### config.mk
export PLATFORM = sky130hd
export DESIGN_NAME = mem_arbiter
export DESIGN_NICKNAME = d
export VERILOG_FILES = /design/src/rtl/mem_arbiter.sv
export SDC_FILE = /design/constraint.sdc
export NUM_CORES = 1
export LEC_CHECK = 0
export ABC_AREA = 1
export CORE_MARGIN = 5
export CORE_UTILIZATION = 36
export CTS_CLUSTER_DIAMETER = 150
export DETAILED_ROUTE_END_ITERATION = 7
export PLACE_DENSITY = 0.76
export SLEW_MARGIN = 20
export SYNTH_ARGS = -nofsm -noshare
export SYNTH_HDL_FRONTEND = slang
export SYNTH_SLANG_ARGS = --single-unit
### constraint.sdc
create_clock -name clk -period 1.4 [get_ports clk]
set_input_delay 0.42 -clock clk [delete_from_list [all_inputs] [get_ports clk]]
set_output_delay 0.42 -clock clk [all_outputs]
set_load 0.05 [all_outputs]
### src/rtl/mem_arbiter.sv
// mem_arbiter: two-port round-robin arbiter/sequencer for a single-port memory.
//
// Port 0 (instruction fetch) and port 1 (load/store) each run req/ack
// transactions. Only one memory access is in flight at a time. The port that
// wins takes its we/addr/wdata into latches. The memory strobes are decoded
// from the state and those latches.
//
// Ports:
//   clk                   clock, all state on posedge
//   rst                   asynchronous, active-low reset
//   pN_req                request, held high until ack
//   pN_we                 1 = write, 0 = read (sampled at grant)
//   pN_addr [ADDR_W]      address (sampled at grant)
//   pN_wdata [DATA_W]     write data (sampled at grant)
//   pN_ack                one-cycle completion pulse
//   pN_rdata [DATA_W]     read data, valid with ack, held until the next read ack
//   pN_err                out-of-range flag, valid with ack only
//   mem_ce/r/w/oe         memory strobes
//   mem_addr, mem_wdata   memory address and write data
//   mem_rdata             memory read data
//   busy                  transaction in progress
//   gnt                   port that owns the current or last transaction
module mem_arbiter #(
    parameter int ADDR_W     = 16,
    parameter int DATA_W     = 8,
    parameter int ADDR_LIMIT = 1025
) (
    input  logic              clk,
    input  logic              rst,
    input  logic              p0_req,
    input  logic              p0_we,
    input  logic [ADDR_W-1:0] p0_addr,
    input  logic [DATA_W-1:0] p0_wdata,
    output logic              p0_ack,
    output logic [DATA_W-1:0] p0_rdata,
    output logic              p0_err,
    input  logic              p1_req,
    input  logic              p1_we,
    input  logic [ADDR_W-1:0] p1_addr,
    input  logic [DATA_W-1:0] p1_wdata,
    output logic              p1_ack,
    output logic [DATA_W-1:0] p1_rdata,
    output logic              p1_err,
    output logic              mem_ce,
    output logic              mem_r,
    output logic              mem_w,
    output logic              mem_oe,
    output logic [ADDR_W-1:0] mem_addr,
    output logic [DATA_W-1:0] mem_wdata,
    input  logic [DATA_W-1:0] mem_rdata,
    output logic              busy,
    output logic              gnt
);

    typedef enum logic [1:0] {IDLE, ACCESS, READ_OUT, DONE} state_t;

    localparam logic [ADDR_W:0] LIMIT_EXT = (ADDR_W+1)'(ADDR_LIMIT);

    state_t            state_reg;
    logic              we_reg;
    logic [ADDR_W-1:0] addr_reg;
    logic [DATA_W-1:0] wdata_reg;

    logic in_range;
    logic sel_next;
    logic complete;

    assign in_range = ({1'b0, addr_reg} < LIMIT_EXT);

    // A lone requester wins. When both ports request, the port that did not
    // own the last transaction wins.
    assign sel_next = (p0_req && p1_req) ? ~gnt : p1_req;

    // The edge that moves the FSM into DONE is the same edge that raises the
    // ack. For a write this edge leaves ACCESS. For a read it leaves READ_OUT.
    assign complete = ((state_reg == ACCESS) && we_reg) || (state_reg == READ_OUT);

    // The strobes are decoded from state. An asynchronous reset therefore
    // drops them at once. An out-of-range access never enables the memory.
    assign mem_ce    = ((state_reg == ACCESS) || (state_reg == READ_OUT)) && in_range;
    assign mem_r     = (state_reg == ACCESS) && !we_reg && in_range;
    assign mem_w     = (state_reg == ACCESS) && we_reg && in_range;
    assign mem_oe    = (state_reg == READ_OUT) && in_range;
    assign mem_addr  = addr_reg;
    assign mem_wdata = wdata_reg;
    assign busy      = (state_reg != IDLE);

    always_ff @(posedge clk or negedge rst) begin
        if (!rst) begin
            state_reg <= IDLE;
            gnt       <= 1'b1;
            we_reg    <= 1'b0;
            addr_reg  <= '0;
            wdata_reg <= '0;
            p0_ack    <= 1'b0;
            p1_ack    <= 1'b0;
            p0_err    <= 1'b0;
            p1_err    <= 1'b0;
            p0_rdata  <= '0;
            p1_rdata  <= '0;
        end else begin
            p0_ack <= 1'b0;
            p1_ack <= 1'b0;
            p0_err <= 1'b0;
            p1_err <= 1'b0;
            case (state_reg)
                IDLE: begin
                    if (p0_req || p1_req) begin
                        gnt       <= sel_next;
                        we_reg    <= sel_next ? p1_we    : p0_we;
                        addr_reg  <= sel_next ? p1_addr  : p0_addr;
                        wdata_reg <= sel_next ? p1_wdata : p0_wdata;
                        state_reg <= ACCESS;
                    end
                end
                ACCESS: begin
                    state_reg <= we_reg ? DONE : READ_OUT;
                end
                READ_OUT: begin
                    if (gnt) begin
                        p1_rdata <= in_range ? mem_rdata : '0;
                    end else begin
                        p0_rdata <= in_range ? mem_rdata : '0;
                    end
                    state_reg <= DONE;
                end
                DONE: begin
                    state_reg <= IDLE;
                end
                default: begin
                    state_reg <= IDLE;
                end
            endcase
            if (complete) begin
                if (gnt) begin
                    p1_ack <= 1'b1;
                    p1_err <= !in_range;
                end else begin
                    p0_ack <= 1'b1;
                    p0_err <= !in_range;
                end
            end
        end
    end

endmodule

### Word level (Yosys, flattened, before mapping)

Index checks and enable logic that the tools add are counted.

* magnitude comparators: 1
* bitwise logic cells: 1
* equality and inequality tests: 4
* multiplexer cells: 16
* reductions and logical operators: 17

Operators with widths (count)
* 16-bit by 11-bit < comparator with 1-bit output, second input constant: 1
* 16-bit two-way mux: 1
* 8-bit two-way mux: 2
* 1-bit two-way mux: 11
* 2-bit one-hot mux with 4 select lines: 1
* 1-bit logical AND: 7
* 2-bit AND reduction: 3
* 2-bit == test, second input constant: 2
* 1-bit logical OR: 3
* 2-bit by 1-bit == test with 1-bit output, second input constant: 1
* 1-bit logical NOT: 2
* 2-bit logical NOT: 1
* 2-bit two-way mux: 1
* 2-bit inequality test, second input constant: 1
* 2-bit nonzero test: 1
* 1-bit NOT: 1

* word-level logic and storage cells: 50
* register bits after elaboration: 48

### Logic depth before layout (Yosys ltp)

* depth in word-level cells: 4
* mapped depth: 9

### Worst setup path after synthesis

OpenSTA, ideal clock, no wires.

* path type: register to output
* start point: register addr_reg[11], in the netlist mem_addr[11]
* end point: output mem_r
* arrival: 2.258 ns
* path buffers: 0
* stages on the path, launching flop included: 7
* setup slack: -1.278 ns
* path through: dfrtp_1 inv_1 nand2_1 nor2_1 nor2_4 nand2_1 nor3_1

* word-level cells in the longest chain between the ends: 2

Ends and longest elaborated chain
* from (decl): line 61 `logic [ADDR_W-1:0] addr_reg;`
* from (signal assigned): line 111 `addr_reg <= sel_next ? p1_addr : p0_addr;`
* 16-bit by 11-bit < comparator with 1-bit output: line 68 `assign in_range = ({1'b0, addr_reg} < LIMIT_EXT);`
* 1-bit logical AND: line 81 `assign mem_r = (state_reg == ACCESS) && !we_reg && in_range;`
* to (decl): line 45 `output logic mem_r,`

Every way passes these cells.

### Final worst setup path

* start point: register addr_reg[3], in the netlist mem_addr[3]
* end point: output mem_oe

* word-level cells in the longest chain between the ends: 2

Ends and longest elaborated chain
* 16-bit by 11-bit < comparator with 1-bit output: line 68
* 1-bit logical AND: line 83 `assign mem_oe = (state_reg == READ_OUT) && in_range;`
* to (decl): line 47 `output logic mem_oe,`

Every way passes these cells.

==> results.yml <==
cells_and_area:
  drive_gt1_frac: 0.501
  nets: 507
  final_common_cell: "clkdlybuf4s50_1"
  final_cell_mix: "clkdlybuf4s50_1 (60), buf_12 (57), nand2_1 (45), dfrtp_1 (35), buf_6 (30)"
  final_area_um2: 5120
  n_antenna_cell: 0
  largest_reg_flops: 16
  syn2layout_area_growth_pct: 127
timing:
  fin_crit_ns: 2.10
  timing.hold.ws_ns: 0.0886
  skew_ns: 0.00762
  rsz0062_at_grt: "yes"
  fin_crit_sh: 1.50
  slew_headroom: 0.818
  hold_viol: 0
  fmax_mhz: 476
  finalSetupViolCount: 49
  layout_setup_ws_ns: -0.700
  tns_ns: -9.66
  drv_slew: 0
  worst-slew-pin-transition_ns: 0.273
clock_tree:
  numCtsBuffers: 5
  clk_path_buf_depth: 2
  htree_num_levels: 2
  clockRootBuffer: "clkbuf_8"
  clock_latency_ns: 0.30
  cts_tree: "done"
  cts_num_sinks: 48
  clk_pin_slew_ns: 0.09
  ctsHoldBuffers: 0
worst_setup_path:
  r2r_start: "state_reg[1]"
  worstPathRequired_ns: 0.98
  cp-end-kind: "output port"
  endpoint: "mem_oe"
  cp_max_fo: 4
  r2r_slack_ns: -0.38
  rr_endpoint: "mem_addr[2]"
  cp-start-kind: "flop"
  ff2ff_path_depth: 11
  arrival_ns: 1.68
  crit_start: "mem_addr[3]"
  crit_type: "reg -> out"
global_route:
  grt_max_degree: 49
  grt_overflow: 0
  grt_pass1_wl_mm: 13.8
  grt_pass1_vias: 2727
  grt_use_total: 0.229
  antenna_found_initial: 0
placement:
  numPortBuffers: 111
  hpwl_mm: 5.63
  gp_congestion: 0.832
  post_dp_cell_area_um2: 4250
  post-place-ws_ns: -0.442
power_and_ir_drop:
  ir_worst_vdd_uv: 1740
  p_total_uw: 14200
  p_leak_uw: 0.00229
  p_per_area_nw_per_um2: 2770
floorplan:
  initial_core_util: 0.376
  io_pins: 112
  die_w_um: 89.1
  coreArea_um2: 5990
  die_area_um2: 7940
  fp.dieH_um: 89.1
  row_count: 28
flow_run:
  drv.max_cap_violation_count: 0
yosys:
  synthCells: 267
  ys_warn_count: 0
  synth-seq-cells: 48
  synth.distinct_cells: 23
  synth_nets: 332
  netlist_area_um2: 2250
  avgSynthCellArea_um2: 8.44
  seq_area_frac_synth: 0.534
detailed_routing:
  drtIter0Drc: 85
  wl_per_cell_um: 19.6
  drt-total-wl_mm: 10.2
  via_count: 2758
  routed_via_density: 5.32
  first_pass_iters: 5
  drtAntennaViolNets: 0
  drc: 0
hold_path:
  min_path_type: "in -> async"
outcome:
  violations: "setup timing"
  status: "finished, violations left"
## metal layers
layer / part of all wire / global-route usage
met2: 0.55 / 0.403
met4: 0.046 / 0.0907
met3: 0.056 / 0.0479
met1: 0.35 / 0.271
met5: 0 / 0
## critical path: stages (launching register included)
cell,delay (ns)
dfrtp_2,0.44
inv_2,0.09
nand2_2,0.07
nor2_2,0.12
nand2_1,0.08
nand2_2,0.09
nand2_4,0.10
buf_4,0.16
nor2_4,0.09
buf_12,0.14
## power by group
part	total (uW)	leakage, uW	switching (uW)	internal, uW
clock network	1200	0.0000654	486	714
logic	10100	0.00163	5100	5020
registers	2860	0.000597	768	2090
total	14200	0.00229	6350	7820
## through the flow
stage,utilization,cells
after floorplan,-,267
after global placement,0.709,480
after detailed placement,0.709,480
after CTS,0.804,508
after global routing,0.855,518
final,0.855,518
## worst min path at each step
stage | end | slack [ns] | cells past startpoint
2_1_floorplan | mem_addr[0] | 0.12 | 0
3_3_place_gp | mem_addr[14] | 0.42 | 2
3_5_place_dp | mem_addr[14] | 0.43 | 2
4_1_cts | p0_rdata[5] | 0.10 | 2
5_1_grt | mem_addr[13] | 0.11 | 2
6_report | mem_addr[1] | 0.09 | 2
## synth_stat cells, drive strengths merged
cell	number	share of area
nand2	60	0.10
dfrtp	47	0.52
o21ai	42	0.093
nor2	41	0.073
inv	28	0.047
nand4	16	0.044
o22ai	11	0.031
buf	10	0.036
a21oi	3	0.013
ha	3	0.017
nand3	2	0.0044
nor3	2	0.0044
clkbuf	1	0.0022
dfstp	1	0.012
## logic make-up after synthesis
group | count (synthesis) | share of synthesized area
AO/OA/AOI/OAI | 56 | 0.137
AND/OR/NAND/NOR | 121 | 0.228
flip-flops | 48 | 0.534
adder cells (fa/ha/maj) | 3 | 0.0167
buffers and inverters | 39 | 0.0844
## layout make-up
type | instances | area, um2
repair buffers | 178 | 2350
flip-flops and latches | 48 | 1220
multi-input cells | 180 | 1190
fillers | 284 | 871
inverters | 28 | 126
well taps | 75 | 93.8
clock buffers | 6 | 72.6
clock inverters | 2 | 60.1
repair inverters | 1 | 11.3
## what timing repair did
action / in CTS / in global routing
gates resized for setup: 84 / 70
gates cloned: 5 / 0
buffers inserted: 21 / 18
pin swaps: 25 / 24
endpoints found under the setup margin: 52 / 67
No activity file was read; power rests on OpenSTA's default activity.
